===== config.mk =====
export PLATFORM = sky130hd
export DESIGN_NAME = fma_solve_flat
export DESIGN_NICKNAME = d
export VERILOG_FILES = /design/src/rtl/fixed_pkg.sv /design/src/rtl/fma_solve_if.sv /design/src/rtl/qdiv_core.sv /design/src/rtl/fma_solve.sv /design/src/flat_wrapper.sv
export SDC_FILE = /design/constraint.sdc
export NUM_CORES = 1
export LEC_CHECK = 0
export CAP_MARGIN = 20
export CORE_MARGIN = 2
export CORE_UTILIZATION = 50
export DETAILED_ROUTE_END_ITERATION = 10
export HOLD_SLACK_MARGIN = 0.05
export PLACE_DENSITY = 0.77
export SLEW_MARGIN = 20
export SYNTH_ARGS = -nofsm -noshare
export SYNTH_HDL_FRONTEND = slang
export SYNTH_SLANG_ARGS = --single-unit

===== constraint.sdc =====
create_clock -name i_clk -period 6.9 [get_ports i_clk]
set_input_delay 1.38 -clock i_clk [delete_from_list [all_inputs] [get_ports i_clk]]
set_output_delay 1.38 -clock i_clk [all_outputs]
set_load 0.1 [all_outputs]

===== src/rtl/fixed_pkg.sv =====
// ----------------------------------------------------------------------------
// fixed_pkg
// Shared definitions for the sign-magnitude fixed-point FMA blocks.
//   FX_N / FX_Q    default word width and fractional bit count
//   FX_SIGN        index of the sign bit in a word
//   FX_MAG_W       magnitude field width
//   FX_MAG_SAT     saturated (all ones) magnitude
//   state_t        fma_solve controller states
// ----------------------------------------------------------------------------
package fixed_pkg;

   localparam int FX_N     = 32;
   localparam int FX_Q     = 15;
   localparam int FX_SIGN  = FX_N - 1;
   localparam int FX_MAG_W = FX_N - 1;

   localparam logic [FX_MAG_W-1:0] FX_MAG_SAT = '1;

   typedef enum logic [1:0] {
      ST_IDLE = 2'd0,
      ST_SUB  = 2'd1,
      ST_DIV  = 2'd2,
      ST_DONE = 2'd3
   } state_t;

endpackage


===== src/rtl/fma_solve_if.sv =====
// ----------------------------------------------------------------------------
// fma_solve_if
// Operand/result handshake bundle for fma_solve.
//   i_valid/o_ready           operand handshake (y, a, b)
//   o_valid/i_ready           result handshake (result, ovr, dz)
// Modports: master = operand producer / result consumer, slave = fma_solve.
// ----------------------------------------------------------------------------
interface fma_solve_if
   import fixed_pkg::*;
   #(parameter int N = FX_N)
   ();

   logic         i_valid;
   logic         o_ready;
   logic [N-1:0] i_y;
   logic [N-1:0] i_a;
   logic [N-1:0] i_b;
   logic         o_valid;
   logic         i_ready;
   logic [N-1:0] o_result;
   logic         o_ovr;
   logic         o_dz;

   modport master (
      output i_valid, i_y, i_a, i_b, i_ready,
      input  o_ready, o_valid, o_result, o_ovr, o_dz
   );

   modport slave (
      input  i_valid, i_y, i_a, i_b, i_ready,
      output o_ready, o_valid, o_result, o_ovr, o_dz
   );

endinterface


===== src/rtl/qdiv_core.sv =====
// ----------------------------------------------------------------------------
// qdiv_core
// Iterative unsigned restoring divider, one quotient bit per cycle, MSB first,
// N+Q iterations.
//   clk, rst_n   clock, asynchronous active-low reset
//   start        load dividend/divisor and clear the iteration counter
//   dividend     N+Q bit unsigned dividend
//   divisor      N bit unsigned divisor
//   done         high during the cycle whose edge performs the last iteration
//   quo_nxt      quotient as it will be after this cycle's iteration
// The caller captures quo_nxt while done is high, so the result is usable on
// the same edge that finishes the division.
// ----------------------------------------------------------------------------
module qdiv_core #(
   parameter int N = 32,
   parameter int Q = 15
) (
   input  logic           clk,
   input  logic           rst_n,
   input  logic           start,
   input  logic [N+Q-1:0] dividend,
   input  logic [N-1:0]   divisor,
   output logic           done,
   output logic [N+Q-1:0] quo_nxt
);

   localparam int W  = N + Q;
   localparam int CW = $clog2(W + 1);

   logic          busy;
   logic [CW-1:0] cnt;
   logic [N-1:0]  rem;
   logic [W-1:0]  quo;
   logic [N:0]    rem_sh;
   logic [N:0]    trial;
   logic [N-1:0]  rem_nxt;

   // Remainder stays below the divisor, so N+1 bits hold the shifted value
   // and trial[N] is a clean borrow flag.
   always_comb begin
      rem_sh  = {rem, quo[W-1]};
      trial   = rem_sh - {1'b0, divisor};
      rem_nxt = trial[N] ? rem_sh[N-1:0] : trial[N-1:0];
      quo_nxt = {quo[W-2:0], ~trial[N]};
   end

   assign done = busy && (cnt == CW'(W - 1));

   always_ff @(posedge clk or negedge rst_n) begin
      if (!rst_n) begin
         busy <= 1'b0;
         cnt  <= '0;
      end else if (start) begin
         busy <= 1'b1;
         cnt  <= '0;
      end else if (busy) begin
         cnt <= cnt + 1'b1;
         if (done) busy <= 1'b0;
      end
   end

   // quo doubles as the dividend shift register
   always_ff @(posedge clk) begin
      if (start) begin
         rem <= '0;
         quo <= dividend;
      end else if (busy) begin
         rem <= rem_nxt;
         quo <= quo_nxt;
      end
   end

endmodule


===== src/rtl/fma_solve.sv =====
// ----------------------------------------------------------------------------
// fma_solve
// Sequential inverse of the sign-magnitude fixed-point FMA: recovers
// c = (y - a) / b in the same Q format, with saturation and flags.
//   i_clk, i_rst_n   clock, asynchronous active-low reset
//   bus (slave)      i_valid/o_ready + i_y, i_a, i_b operands;
//                    o_valid/i_ready + o_result, o_ovr, o_dz result
// Fixed latency: o_valid rises N+Q+1 edges after the accept edge.
// ----------------------------------------------------------------------------
module fma_solve
   import fixed_pkg::*;
   #(
   parameter int N = FX_N,
   parameter int Q = FX_Q
) (
   input  logic        i_clk,
   input  logic        i_rst_n,
   fma_solve_if.slave  bus
);

   typedef struct packed {
      logic         ovr;
      logic         dz;
      logic [N-1:0] word;
   } res_t;

   state_t         state;
   logic           ready_r;
   logic           valid_r;
   res_t           res_r;

   logic [N-1:0]   y_p0, a_p0, b_p0;
   logic           d_sgn_p1, d_zero_p1;

   logic [N-2:0]   y_mag, a_mag;
   logic [N-1:0]   d_mag;
   logic           d_sgn;
   logic           accept;
   logic           div_start;
   logic           div_done;
   logic [N+Q-1:0] quo_nxt;

   // Saturation and sign rules; divide-by-zero outranks overflow and keeps
   // the sign of d rather than the quotient sign.
   function automatic res_t resolve(input logic [N+Q-1:0] quo,
                                    input logic           dsgn,
                                    input logic           dzero,
                                    input logic           bsgn,
                                    input logic           bzero);
      res_t         r;
      logic [N-2:0] mag;
      logic         sgn;
      r.ovr = 1'b0;
      r.dz  = 1'b0;
      if (bzero) begin
         r.dz = 1'b1;
         mag  = dzero ? '0 : '1;
         sgn  = dsgn;
      end else if (|quo[N+Q-1:N-1]) begin
         r.ovr = 1'b1;
         mag   = '1;
         sgn   = dsgn ^ bsgn;
      end else begin
         mag = quo[N-2:0];
         sgn = dsgn ^ bsgn;
      end
      if (mag == '0) sgn = 1'b0;
      r.word = {sgn, mag};
      return r;
   endfunction

   assign accept    = (state == ST_IDLE) && bus.i_valid;
   assign div_start = (state == ST_SUB);

   // Stage p0 -> p1: y - a with one extra magnitude bit so it cannot overflow
   assign y_mag = y_p0[N-2:0];
   assign a_mag = a_p0[N-2:0];

   always_comb begin
      if (y_p0[N-1] != a_p0[N-1]) begin
         d_mag = {1'b0, y_mag} + {1'b0, a_mag};
         d_sgn = y_p0[N-1];
      end else if (y_mag >= a_mag) begin
         d_mag = {1'b0, y_mag - a_mag};
         d_sgn = y_p0[N-1];
      end else begin
         d_mag = {1'b0, a_mag - y_mag};
         d_sgn = ~y_p0[N-1];
      end
      if (d_mag == '0) d_sgn = 1'b0;
   end

   always_ff @(posedge i_clk) begin
      if (accept) begin
         y_p0 <= bus.i_y;
         a_p0 <= bus.i_a;
         b_p0 <= bus.i_b;
      end
      if (div_start) begin
         d_sgn_p1  <= d_sgn;
         d_zero_p1 <= (d_mag == '0);
      end
   end

   // Stage p1 -> divider: |d| << Q over |b|
   qdiv_core #(.N(N), .Q(Q)) u_div (
      .clk      (i_clk),
      .rst_n    (i_rst_n),
      .start    (div_start),
      .dividend ({d_mag, {Q{1'b0}}}),
      .divisor  ({1'b0, b_p0[N-2:0]}),
      .done     (div_done),
      .quo_nxt  (quo_nxt)
   );

   always_ff @(posedge i_clk or negedge i_rst_n) begin
      if (!i_rst_n) begin
         state   <= ST_IDLE;
         ready_r <= 1'b1;
         valid_r <= 1'b0;
         res_r   <= '0;
      end else begin
         case (state)
            ST_IDLE: if (bus.i_valid) begin
               state   <= ST_SUB;
               ready_r <= 1'b0;
            end
            ST_SUB: state <= ST_DIV;
            ST_DIV: if (div_done) begin
               state   <= ST_DONE;
               valid_r <= 1'b1;
               res_r   <= resolve(quo_nxt, d_sgn_p1, d_zero_p1,
                                  b_p0[N-1], b_p0[N-2:0] == '0);
            end
            ST_DONE: if (bus.i_ready) begin
               state   <= ST_IDLE;
               valid_r <= 1'b0;
               ready_r <= 1'b1;
            end
            default: state <= ST_IDLE;
         endcase
      end
   end

   assign bus.o_ready  = ready_r;
   assign bus.o_valid  = valid_r;
   assign bus.o_result = res_r.word;
   assign bus.o_ovr    = res_r.ovr;
   assign bus.o_dz     = res_r.dz;

endmodule


===== src/flat_wrapper.sv =====
// flat-port wrapper written by rule: the top's interface ports become plain ports
module fma_solve_flat import fixed_pkg::*;
#(
   parameter int N = FX_N,
   parameter int Q = FX_Q
)
  (i_clk, i_rst_n, bus_i_valid, bus_i_y, bus_i_a, bus_i_b, bus_i_ready, bus_o_ready, bus_o_valid, bus_o_result, bus_o_ovr, bus_o_dz);
  fma_solve_if #(.N(N)) bus_i ();
  input  logic i_clk;
  input  logic i_rst_n;
  input wire logic [$bits(bus_i.i_valid)-1:0] bus_i_valid;
  input wire logic [$bits(bus_i.i_y)-1:0] bus_i_y;
  input wire logic [$bits(bus_i.i_a)-1:0] bus_i_a;
  input wire logic [$bits(bus_i.i_b)-1:0] bus_i_b;
  input wire logic [$bits(bus_i.i_ready)-1:0] bus_i_ready;
  output wire logic [$bits(bus_i.o_ready)-1:0] bus_o_ready;
  output wire logic [$bits(bus_i.o_valid)-1:0] bus_o_valid;
  output wire logic [$bits(bus_i.o_result)-1:0] bus_o_result;
  output wire logic [$bits(bus_i.o_ovr)-1:0] bus_o_ovr;
  output wire logic [$bits(bus_i.o_dz)-1:0] bus_o_dz;
  assign bus_i.i_valid = bus_i_valid;
  assign bus_i.i_y = bus_i_y;
  assign bus_i.i_a = bus_i_a;
  assign bus_i.i_b = bus_i_b;
  assign bus_i.i_ready = bus_i_ready;
  assign bus_o_ready = bus_i.o_ready;
  assign bus_o_valid = bus_i.o_valid;
  assign bus_o_result = bus_i.o_result;
  assign bus_o_ovr = bus_i.o_ovr;
  assign bus_o_dz = bus_i.o_dz;
  fma_solve #(.N(N), .Q(Q)) u_core (.i_clk(i_clk), .i_rst_n(i_rst_n), .bus(bus_i));
endmodule

==> results by group <==
Logic synthesis
  – Post-Synth XOR/XNOR Area: 3.01%
  – Area share of the largest cell type after synthesis: 24.9%
  – Multiplexer area fraction after synthesis: 4.39%
  – Fraction of registers with async set or reset after synthesis: 20.3%
  – Mapped Area: 15700 sq um
  – Yosys warns: 0
  – Synthesized-area fraction occupied by adder cells: between 10% and 20%
  – #FFs+latches synth: 222
  – Sequential area share after synthesis: a little under two fifths
  – Cells after synthesis: approximately 1700
  – Simple-Gate Fraction of Synth Area: between 10% and 20%
  – Synth Area in Compound Gates: a little over a fifth
  – Netlist cell types: 95
  – Ys flop type: edfxtp_1
  – Largest family of logic cells by synthesized area: compound AO/OA/AOI/OAI gates
  – Synth top area cells: edfxtp_1, ha_1, dfrtp_1
  – Syn Nets: ~2000
  – Synth area leader: edfxtp_1
  – Mean Syn Cell Area: about 9 sq um
  – Post-synth EDFFs: 130

Route
  – DRC viols: 0
  – Vias per std cell: 6.06
  – WL final: between 40000 and 50000 microns
  – Wire per inst: approximately 19 microns
  – Remaining antenna violation count: 0
  – Iteration-0 DRC Markers: 1270
  – DR vias: 13600
  – Pre-antenna DRT Iters: 5

Clocking
  – Worst-Skew Late Latency: approximately 550 ps
  – Total CTS buffers: 26
  – Clk slew on worst S/H paths: ~60 ps
  – CTS root buffer: clkbuf_16
  – Clk sinks: about 220
  – TritonCTS clock tree: yes
  – Post-CTS setup buffer count: 0
  – # hold bufs at CTS: 0
  – CTS HTree Levels: 1
  – CTS Buffer Depth: 3
  – Post-cts sizing count: 0

Floorplan
  – Die area: between 30000 and 40000 sq um
  – Io pins: ~140
  – Starting density of the core: between 50% and 60%
  – Core area: 30700 sq um
  – Die H: ~180 microns
  – Site row count: 64
  – Die X: 181 microns

Flow run
  – Max_cap viols: 0

Worst setup path
  – Crit-path max FO: 15
  – Worst path slowest cell: nand3_1
  – Most common cell on crit path: nand2_1
  – CP Cell Sequence: ha_1 > nand2_1 > o31ai_2 > nor3_4 > o211ai_2 > nand3_1 > nand2_1 > mux2_2 > a311o_1 > a211oi_1 > nand4_1 > nor4_1 > nor2_1
  – WP data required: between 7000 and 8000 ps
  – Crit Path Category: reg -> reg
  – Critical Path AT: roughly 5300 ps
  – Worst path max stage delay: around 640 ps
  – CP endpoint kind: flip-flop
  – Critical path startpoint category: flip-flop

Global route
  – First-pass GRT wire length: between 60000 and 70000 microns
  – Largest net degree at the start of global routing: 75
  – Grt ovf: 0
  – Vias in the first global route: 13200
  – Initial antenna violation count: 0
  – Global Route Usage Sum: roughly a quarter

Power
  – Maximum VDD drop: about 0.27 mV
  – Reg power frac: 28.5%
  – P per Cell Area: 414 nW/um^2
  – Pleak: approximately 7.7 nW
  – Combinational group share of total power: ~53%
  – Int Power: about 4.2 mW
  – Clk pwr share: about 18%
  – Sw power: 3.24 mW
  – Switching share of power: 43.3%

Placed design
  – Final HPWL DP: approximately 32000 microns
  – Inst Count DP: 2202
  – GP Congestion: 0.991
  – Port buffer count: 135

Timing
  – Relative slew slack: 20.3%
  – Final Skew: roughly 6.5 ps
  – Hold Slack: roughly 470 ps
  – Fin. Hold Viols: 0
  – Final max-slew violation count: 0
  – Post-layout min period: approximately 5000 ps
  – Worst-Margin Slew: about 1200 ps
  – Setup TNS: 0 ps
  – RSZ-0062 raised after global routing: no
  – Final period utilization: approximately 72%
  – Max Fclk: between 0.2 and 0.25 GHz
  – Final setup viols: 0

Final layout
  – Diodes inserted: 0
  – Commonest cells after routing, fill and taps aside: nand2_1, o21ai_0, nor2_1, clkdlybuf4s50_1, inv_1
  – Layout fillers: 2729
  – Syn-to-layout area delta: 15.5%
  – Fin nets: slightly above 2000
  – Layout cells sized above 1: roughly 5.1%
  – Commonest non-fill, non-tap cell in the layout: nand2_1
  – Fin cells: around 2300

Min path
  – Worst hold path type: reg -> reg

Status
  – Status: finished, final reports clean
kinds of logic after synthesis:
| family | Yosys count |
|---|---|
| xor gates and xnor gates | 53 |
| buffers and inverters | 216 |
| adders and majority gates | 133 |
| AOI/OAI and AO/OA | 511 |
| DFF | 222 |
| and+or+nand+nor | 545 |
| muxes | 68 |
worst paths after layout:
kind | cells after the start | slack [ps] | start | end
worst max-delay path | 13 | 1920 | u_core.y_p0[8]$_DFFE_PP_ | u_core.d_sgn_p1$_SDFFCE_PP0P_
worst min-delay path | 2 | 470 | u_core.u_div.rem[25]$_SDFFE_PP0P_ | u_core.u_div.rem[25]$_SDFFE_PP0P_
worst max register to register | 13 | 1920 | u_core.y_p0[8]$_DFFE_PP_ | u_core.d_sgn_p1$_SDFFCE_PP0P_
worst min register to register | 2 | 470 | u_core.u_div.rem[25]$_SDFFE_PP0P_ | u_core.u_div.rem[25]$_SDFFE_PP0P_
max in group asynchronous | 1 | 5620 | i_rst_n | u_core.u_div.busy$_DFF_PN0_
min in group asynchronous | 1 | 830 | i_rst_n | u_core.bus.o_result[10]$_DFFE_PN0P_
Yosys cell counts, types with 11 or more instances:
cell,number
inv_1,133
nand3_1,31
nand2_1,158
or3_1,14
o211ai_1,11
edfxtp_1,130
mux2i_1,63
clkbuf_1,48
a21o_1,30
a21oi_1,123
nand2b_1,12
xor2_1,15
ha_1,129
o21ai_0,154
o21bai_1,20
dfrtp_1,44
and2_1,12
nor2b_1,16
dfxtp_1,47
nor2_1,145
nor4_1,39
o21a_1,15
a211oi_1,39
buf_2,18
xnor2_1,37
nand4_1,28
a31oi_1,16
nor3_1,37
o31ai_1,12
metrics by stage:
stage                     cell area [sq um]  setup WS, ps  total power, mW  util [%]
after floorplan                       15700          2840             5.07         -
after global placement                17200          2080             6.00      56.0
after detailed placement              17200          2020             6.06      56.0
after CTS                             18100          2010             7.46      58.8
after global routing                  18100          1620             8.01      58.8
final                                 18100          1920             7.49      58.8
metal layers:
layer	GRT usage [%]	wire length, microns	part of all wire, %	vias to the layer above
met1	33.9	18200	43	6455
met5	0	0	0	-
met3	3.43	2650	6.2	116
met4	9.95	1720	4.0	0
met2	43.1	20100	47	512
li1	-	-	-	6553
cell type report:
| type | instances | area [sq um] | area share, % |
|---|---|---|---|
| clock buffer | 40 | 786 | 4.34 |
| clock inverter | 8 | 76.3 | 0.422 |
| inverter | 133 | 499 | 2.76 |
| multi-input combinational | 1310 | 8860 | 49.0 |
| sequential | 222 | 5980 | 33.0 |
| tap | 396 | 495 | 2.74 |
| timing repair buffer | 141 | 1390 | 7.71 |
state kept, by name, indices dropped and copies added (netlist names):
name                 flops
u_core.state             2
u_core.a_p0             32
u_core.u_div.quo        47
u_core.b_p0             32
u_core.bus.o_ovr         1
u_core.u_div.busy        1
u_core.bus.o_result     32
u_core.d_zero_p1         1
u_core.u_div.rem        32
u_core.y_p0             32
u_core.u_div.cnt         6
u_core.d_sgn_p1          1
u_core.bus.o_dz          1
u_core.bus.o_ready       1
u_core.bus.o_valid       1
power groups by stage:
stage                     registers, mW  logic, mW  clock network, mW
after floorplan                    2.10       2.98                  0
after global placement             2.13       3.87                  0
after detailed placement           2.15       3.91                  0
after CTS                          2.13       3.93               1.39
after global routing               2.18       4.38               1.45
final                              2.13       3.99               1.36
critical path: cells and delay by family, from the launching register on:
kind | cells | cell delay (ps)
and+or+nand+nor | 7 | 2030
AOI/OAI and AO/OA | 4 | 1330
adders and majority gates | 1 | 530
DFF | 1 | 410
muxes | 1 | 390
Power figures use the tool's default switching activity.
